$ cat config.mk
export PLATFORM = sky130hd
export DESIGN_NAME = carry_look_ahead_adder
export DESIGN_NICKNAME = d
export VERILOG_FILES = /design/src/rtl/carry_look_ahead_adder_pkg.sv /design/src/rtl/cla_group.sv /design/src/rtl/carry_look_ahead_adder.sv
export SDC_FILE = /design/constraint.sdc
export NUM_CORES = 1
export LEC_CHECK = 0
export BUFFER_PORTS_ARGS = -buffer_cell sky130_fd_sc_hd__buf_4
export CAP_MARGIN = 20
export CORE_AREA = 2 2 39 41
export DETAILED_ROUTE_END_ITERATION = 8
export DIE_AREA = 0 0 41 43
export PLACE_DENSITY = 0.43
export SYNTH_ARGS = -nofsm -noshare
export SYNTH_HDL_FRONTEND = slang
export SYNTH_SLANG_ARGS = --single-unit
$ cat constraint.sdc
create_clock -name clk -period 1.2 [get_ports clk]
set_input_delay 0.12 -clock clk [delete_from_list [all_inputs] [get_ports clk]]
set_output_delay 0.12 -clock clk [all_outputs]
set_load 0.03 [all_outputs]
$ cat src/rtl/carry_look_ahead_adder_pkg.sv
// Shared constants and helpers for the carry look-ahead adder.
//   CLA_GROUP_DEFAULT : default number of bits per first-level look-ahead group
//   num_groups()      : number of first-level groups, ceil(width / group)
package carry_look_ahead_adder_pkg;

    localparam int unsigned CLA_GROUP_DEFAULT = 4;

    function automatic int unsigned num_groups(input int unsigned width,
                                               input int unsigned group);
        return (width + group - 1) / group;
    endfunction

endpackage

$ cat src/rtl/cla_group.sv
// First-level look-ahead group: an N-bit slice of the adder.
// Ports:
//   a_i, b_i : operand slices
//   c_i      : slice carry-in
//   s_o      : sum slice
//   gg_o     : group generate (slice produces a carry by itself)
//   gp_o     : group propagate (slice passes its carry-in through)
module cla_group
    import carry_look_ahead_adder_pkg::*;
#(
    parameter int unsigned N = CLA_GROUP_DEFAULT
) (
    input  logic [N-1:0] a_i,
    input  logic [N-1:0] b_i,
    input  logic         c_i,
    output logic [N-1:0] s_o,
    output logic         gg_o,
    output logic         gp_o
);

    logic [N-1:0] g;
    logic [N-1:0] p;
    logic [N-1:0] carry;
    logic         term;

    // Each internal carry is built as a flat OR of product terms:
    //   carry[k] = c_i & p[0..k-1]  |  OR_j ( g[j] & p[j+1..k-1] )
    // so no carry depends on another carry inside the slice.
    always_comb begin
        g     = a_i & b_i;
        p     = a_i ^ b_i;
        carry = '0;
        gg_o  = 1'b0;
        term  = 1'b0;
        for (int unsigned k = 0; k < N; k++) begin
            term = c_i;
            for (int unsigned m = 0; m < k; m++) begin
                term = term & p[m];
            end
            carry[k] = term;
            for (int unsigned j = 0; j < k; j++) begin
                term = g[j];
                for (int unsigned m = j + 1; m < k; m++) begin
                    term = term & p[m];
                end
                carry[k] = carry[k] | term;
            end
        end
        for (int unsigned j = 0; j < N; j++) begin
            term = g[j];
            for (int unsigned m = j + 1; m < N; m++) begin
                term = term & p[m];
            end
            gg_o = gg_o | term;
        end
        gp_o = &p;
        s_o  = p ^ carry;
    end

endmodule

$ cat src/rtl/carry_look_ahead_adder.sv
// Two-level carry look-ahead adder: {c, s} = a + b + y.
// Ports:
//   clk      : clock for the registered outputs only
//   rst      : synchronous active-high reset of c_q/s_q
//   a, b     : unsigned operands
//   y        : carry-in
//   c, s     : combinational carry-out and sum
//   c_q, s_q : same result registered one cycle later
module carry_look_ahead_adder
    import carry_look_ahead_adder_pkg::*;
#(
    parameter int unsigned WIDTH = 3,
    parameter int unsigned GROUP = CLA_GROUP_DEFAULT
) (
    input  logic             clk,
    input  logic             rst,
    input  logic [WIDTH-1:0] a,
    input  logic [WIDTH-1:0] b,
    input  logic             y,
    output logic             c,
    output logic [WIDTH-1:0] s,
    output logic             c_q,
    output logic [WIDTH-1:0] s_q
);

    localparam int unsigned NG = num_groups(WIDTH, GROUP);

    logic [NG-1:0] gg;
    logic [NG-1:0] gp;
    logic [NG:0]   gc;
    logic          term;
    logic          c_d;
    logic [WIDTH-1:0] s_d;

    for (genvar gi = 0; gi < NG; gi++) begin : g_grp
        localparam int unsigned LO = gi * GROUP;
        // Last slice is narrower when WIDTH is not a multiple of GROUP.
        localparam int unsigned N  = (WIDTH - LO < GROUP) ? (WIDTH - LO) : GROUP;

        cla_group #(
            .N (N)
        ) u_grp (
            .a_i  (a[LO +: N]),
            .b_i  (b[LO +: N]),
            .c_i  (gc[gi]),
            .s_o  (s[LO +: N]),
            .gg_o (gg[gi]),
            .gp_o (gp[gi])
        );
    end

    // Second level: group carry-ins in flat sum-of-products over GG/GP.
    always_comb begin
        gc   = '0;
        term = 1'b0;
        for (int unsigned k = 0; k <= NG; k++) begin
            term = y;
            for (int unsigned m = 0; m < k; m++) begin
                term = term & gp[m];
            end
            gc[k] = term;
            for (int unsigned j = 0; j < k; j++) begin
                term = gg[j];
                for (int unsigned m = j + 1; m < k; m++) begin
                    term = term & gp[m];
                end
                gc[k] = gc[k] | term;
            end
        end
    end

    assign c   = gc[NG];
    assign c_d = c;
    assign s_d = s;

    always_ff @(posedge clk) begin
        if (rst) begin
            c_q <= 1'b0;
            s_q <= '0;
        end else begin
            c_q <= c_d;
            s_q <= s_d;
        end
    end

endmodule

==> summary.txt <==
Status
  • Status: finished with violations
  • Violated checks: negative setup slack

Layout
  • Area Overhead vs Synth: 119%
  • Finished Cell Area: 504 µm²
  • # diodes: 0
  • Final Util: between 30% and 40%
  • Nets@finish: 62
  • Layout cells sized above 1: 69.6%

Placed design
  • Worst slack, placed: -304 ps
  • DP Wirelength: around 530 µm
  • Gpl congestion: 0.642
  • Placed Area: 432 µm²
  • Port bufs: 16

Timing
  • Setup violators final: 1
  • RSZ-0062 raised after global routing: true
  • Slew headroom: 80.7%
  • Hold slack final: 77.1 ps
  • Final worst slack: -193 ps
  • Final slew viol count: 0
  • Post-route minimum period: 1390 ps
  • Period utilization: 116%
  • Worst Tran Pin Value: 288 ps
  • Fmax: slightly above 700 MHz
  • Final Hold Fails: 0

Pwr
  • Switching share of total power: 33.8%
  • Comb power frac: between 40% and 50%
  • Internal Power: just under 0.4 mW
  • Leak: 0.228 nW
  • Clock power frac: 27.1%
  • Net Switching: 0.202 mW
  • Reg power frac: between 20% and 30%
  • PwrDens: 1190 mW/mm²
  • VDD IR max: 252 µV

Drt
  • Vias per inst: 4.00
  • DR iter-0 viols: 6
  • Via count: 248
  • Routed length per instance: 10.5 µm
  • Antenna-violating nets left: 0
  • First drt pass iteration count: 2
  • DRC violations left: 0
  • Final WL: between 600 and 700 µm

Floorplan
  • Initial Utilization: ~17%
  • Die ar.: approximately 0.0018 mm²
  • Die Ht: 43 µm
  • Die Span X: around 40 µm
  • Row cnt: 14
  • Core Footprint: about 0.0014 mm²
  • # IOs: 17

Clock tree
  • H-tree depth: 1
  • Post-CTS Hold Fix Bufs: 0
  • TritonCTS clock tree: built
  • Clock buffer depth: 2
  • TritonCTS buffer count: 3
  • Clk slew on worst S/H paths: around 40 ps
  • CTS Sinks: 4
  • Clock Tree Root: clkbuf_4

Yosys
  • Syn Area/Cell: about 10 µm²
  • Seq/Total Area, Yosys: 34.8%
  • Cell area after synthesis: 230 µm²
  • Cells after Synth: 22
  • Synthesized Nets: 36
  • YS warnings: 0
  • Synth Register Bits: 4
  • Synth unique cells: 12

Worst setup path
  • Setup crit end: s[2]
  • Critical Path Fanout Max: 2
  • Critical path arrival: 1270 ps
  • Crit. Startpoint: b[0]
  • Critical path required time: 1080 ps
  • CP startpoint kind: input pin
  • Setup crit end kind: primary output
  • Worst Setup Path Type: in2out

GRT
  • Vias in the first global route: 264
  • First-pass GRT wire length: 1010 µm
  • GRT Total Usage: under 10%
  • Largest net degree at the start of global routing: 5
  • Initial antenna violation count: 0
  • GRT overflow: 0

Flow run
  • Max-Cap Viols: 0

Hold path
  • Hold Crit Class: in2reg
## routing by layer
metal / GRT usage, % / part of all wire (%)
met5: 0 / 0
met4: 8.00 / 0
met3: 1.57 / 7.4
met2: 15.3 / 58
met1: 8.12 / 35
## worst min path at each step
stage                     cells past startpoint      to  slack [ps]  start
after floorplan                               1  s_q[2]         190    rst
after global placement                        2  s_q[2]         320    rst
after detailed placement                      2  s_q[2]         320    rst
after CTS                                     2  s_q[2]          70    rst
after global routing                          2     c_q          80    rst
final                                         2  s_q[2]          80    rst
## placed cells by master (no fill, tap or decap), drive strengths merged
master	count
xor2	1
nand2	1
nor3	2
o21a	2
fa	1
clkbuf	3
ha	4
a21oi	2
nor2	1
dfxtp	4
o21ai	1
nor2b	3
buf	21
## power groups by stage
stage                     clock, mW  sequential (mW)  combinational, mW
after floorplan                   0            0.183              0.120
after global placement            0            0.153              0.253
after detailed placement          0            0.154              0.256
after CTS                     0.172            0.152              0.280
after global routing          0.173            0.152              0.306
final                         0.162            0.152              0.284
## logic make-up after synthesis
| logic type | after synthesis | share of synthesized area (%) |
|---|---|---|
| xor+xnor | 1 | 3.81 |
| flops | 4 | 34.8 |
| simple gates | 7 | 17.9 |
| compound gates | 5 | 13.0 |
| fa+ha+maj | 5 | 30.4 |
## critical path, stage by stage
cell	delay [ps]
buf_8	100
ha_4	240
ha_4	150
o21a_1	190
o21a_1	220
nor2_4	110
buf_6	130
## cell usage after synthesis, drive strengths merged
| cell | instances | area share, % |
|---|---|---|
| o21a | 2 | 6.5 |
| nand2 | 1 | 1.6 |
| nor2 | 1 | 1.6 |
| nor3 | 2 | 6.5 |
| xor2 | 1 | 3.8 |
| dfxtp | 4 | 35 |
| a21oi | 2 | 4.3 |
| nor2b | 3 | 8.2 |
| fa | 1 | 8.7 |
| o21ai | 1 | 2.2 |
| ha | 4 | 22 |
## sequential cells by signal (all words and copies together) (netlist names)
name,flops
s_q,3
c_q,1
## through the flow
step | TNS, ps | instances | power, mW
4_1_cts | -190 | 63 | 0.604
6_report | -193 | 62 | 0.598
2_1_floorplan | -94.5 | 22 | 0.303
3_5_place_dp | -688 | 59 | 0.410
5_1_grt | -243 | 62 | 0.631
3_3_place_gp | -642 | 59 | 0.406
## cell type report
type / instances / area, µm²
Fill cell: 146 / 880
Clock buffer: 3 / 22.5
Timing Repair Buffer: 21 / 180
Multi-Input combinational cell: 18 / 201
Sequential cell: 4 / 80.1
Tap cell: 16 / 20.0
## repair_timing
item                                    4_1_cts  5_1_grt
setup buffers                                 1        1
gates resized for setup                       8        2
pin swaps                                     6        2
endpoints found under the setup margin        3        5
Power figures use the tool's default switching activity.
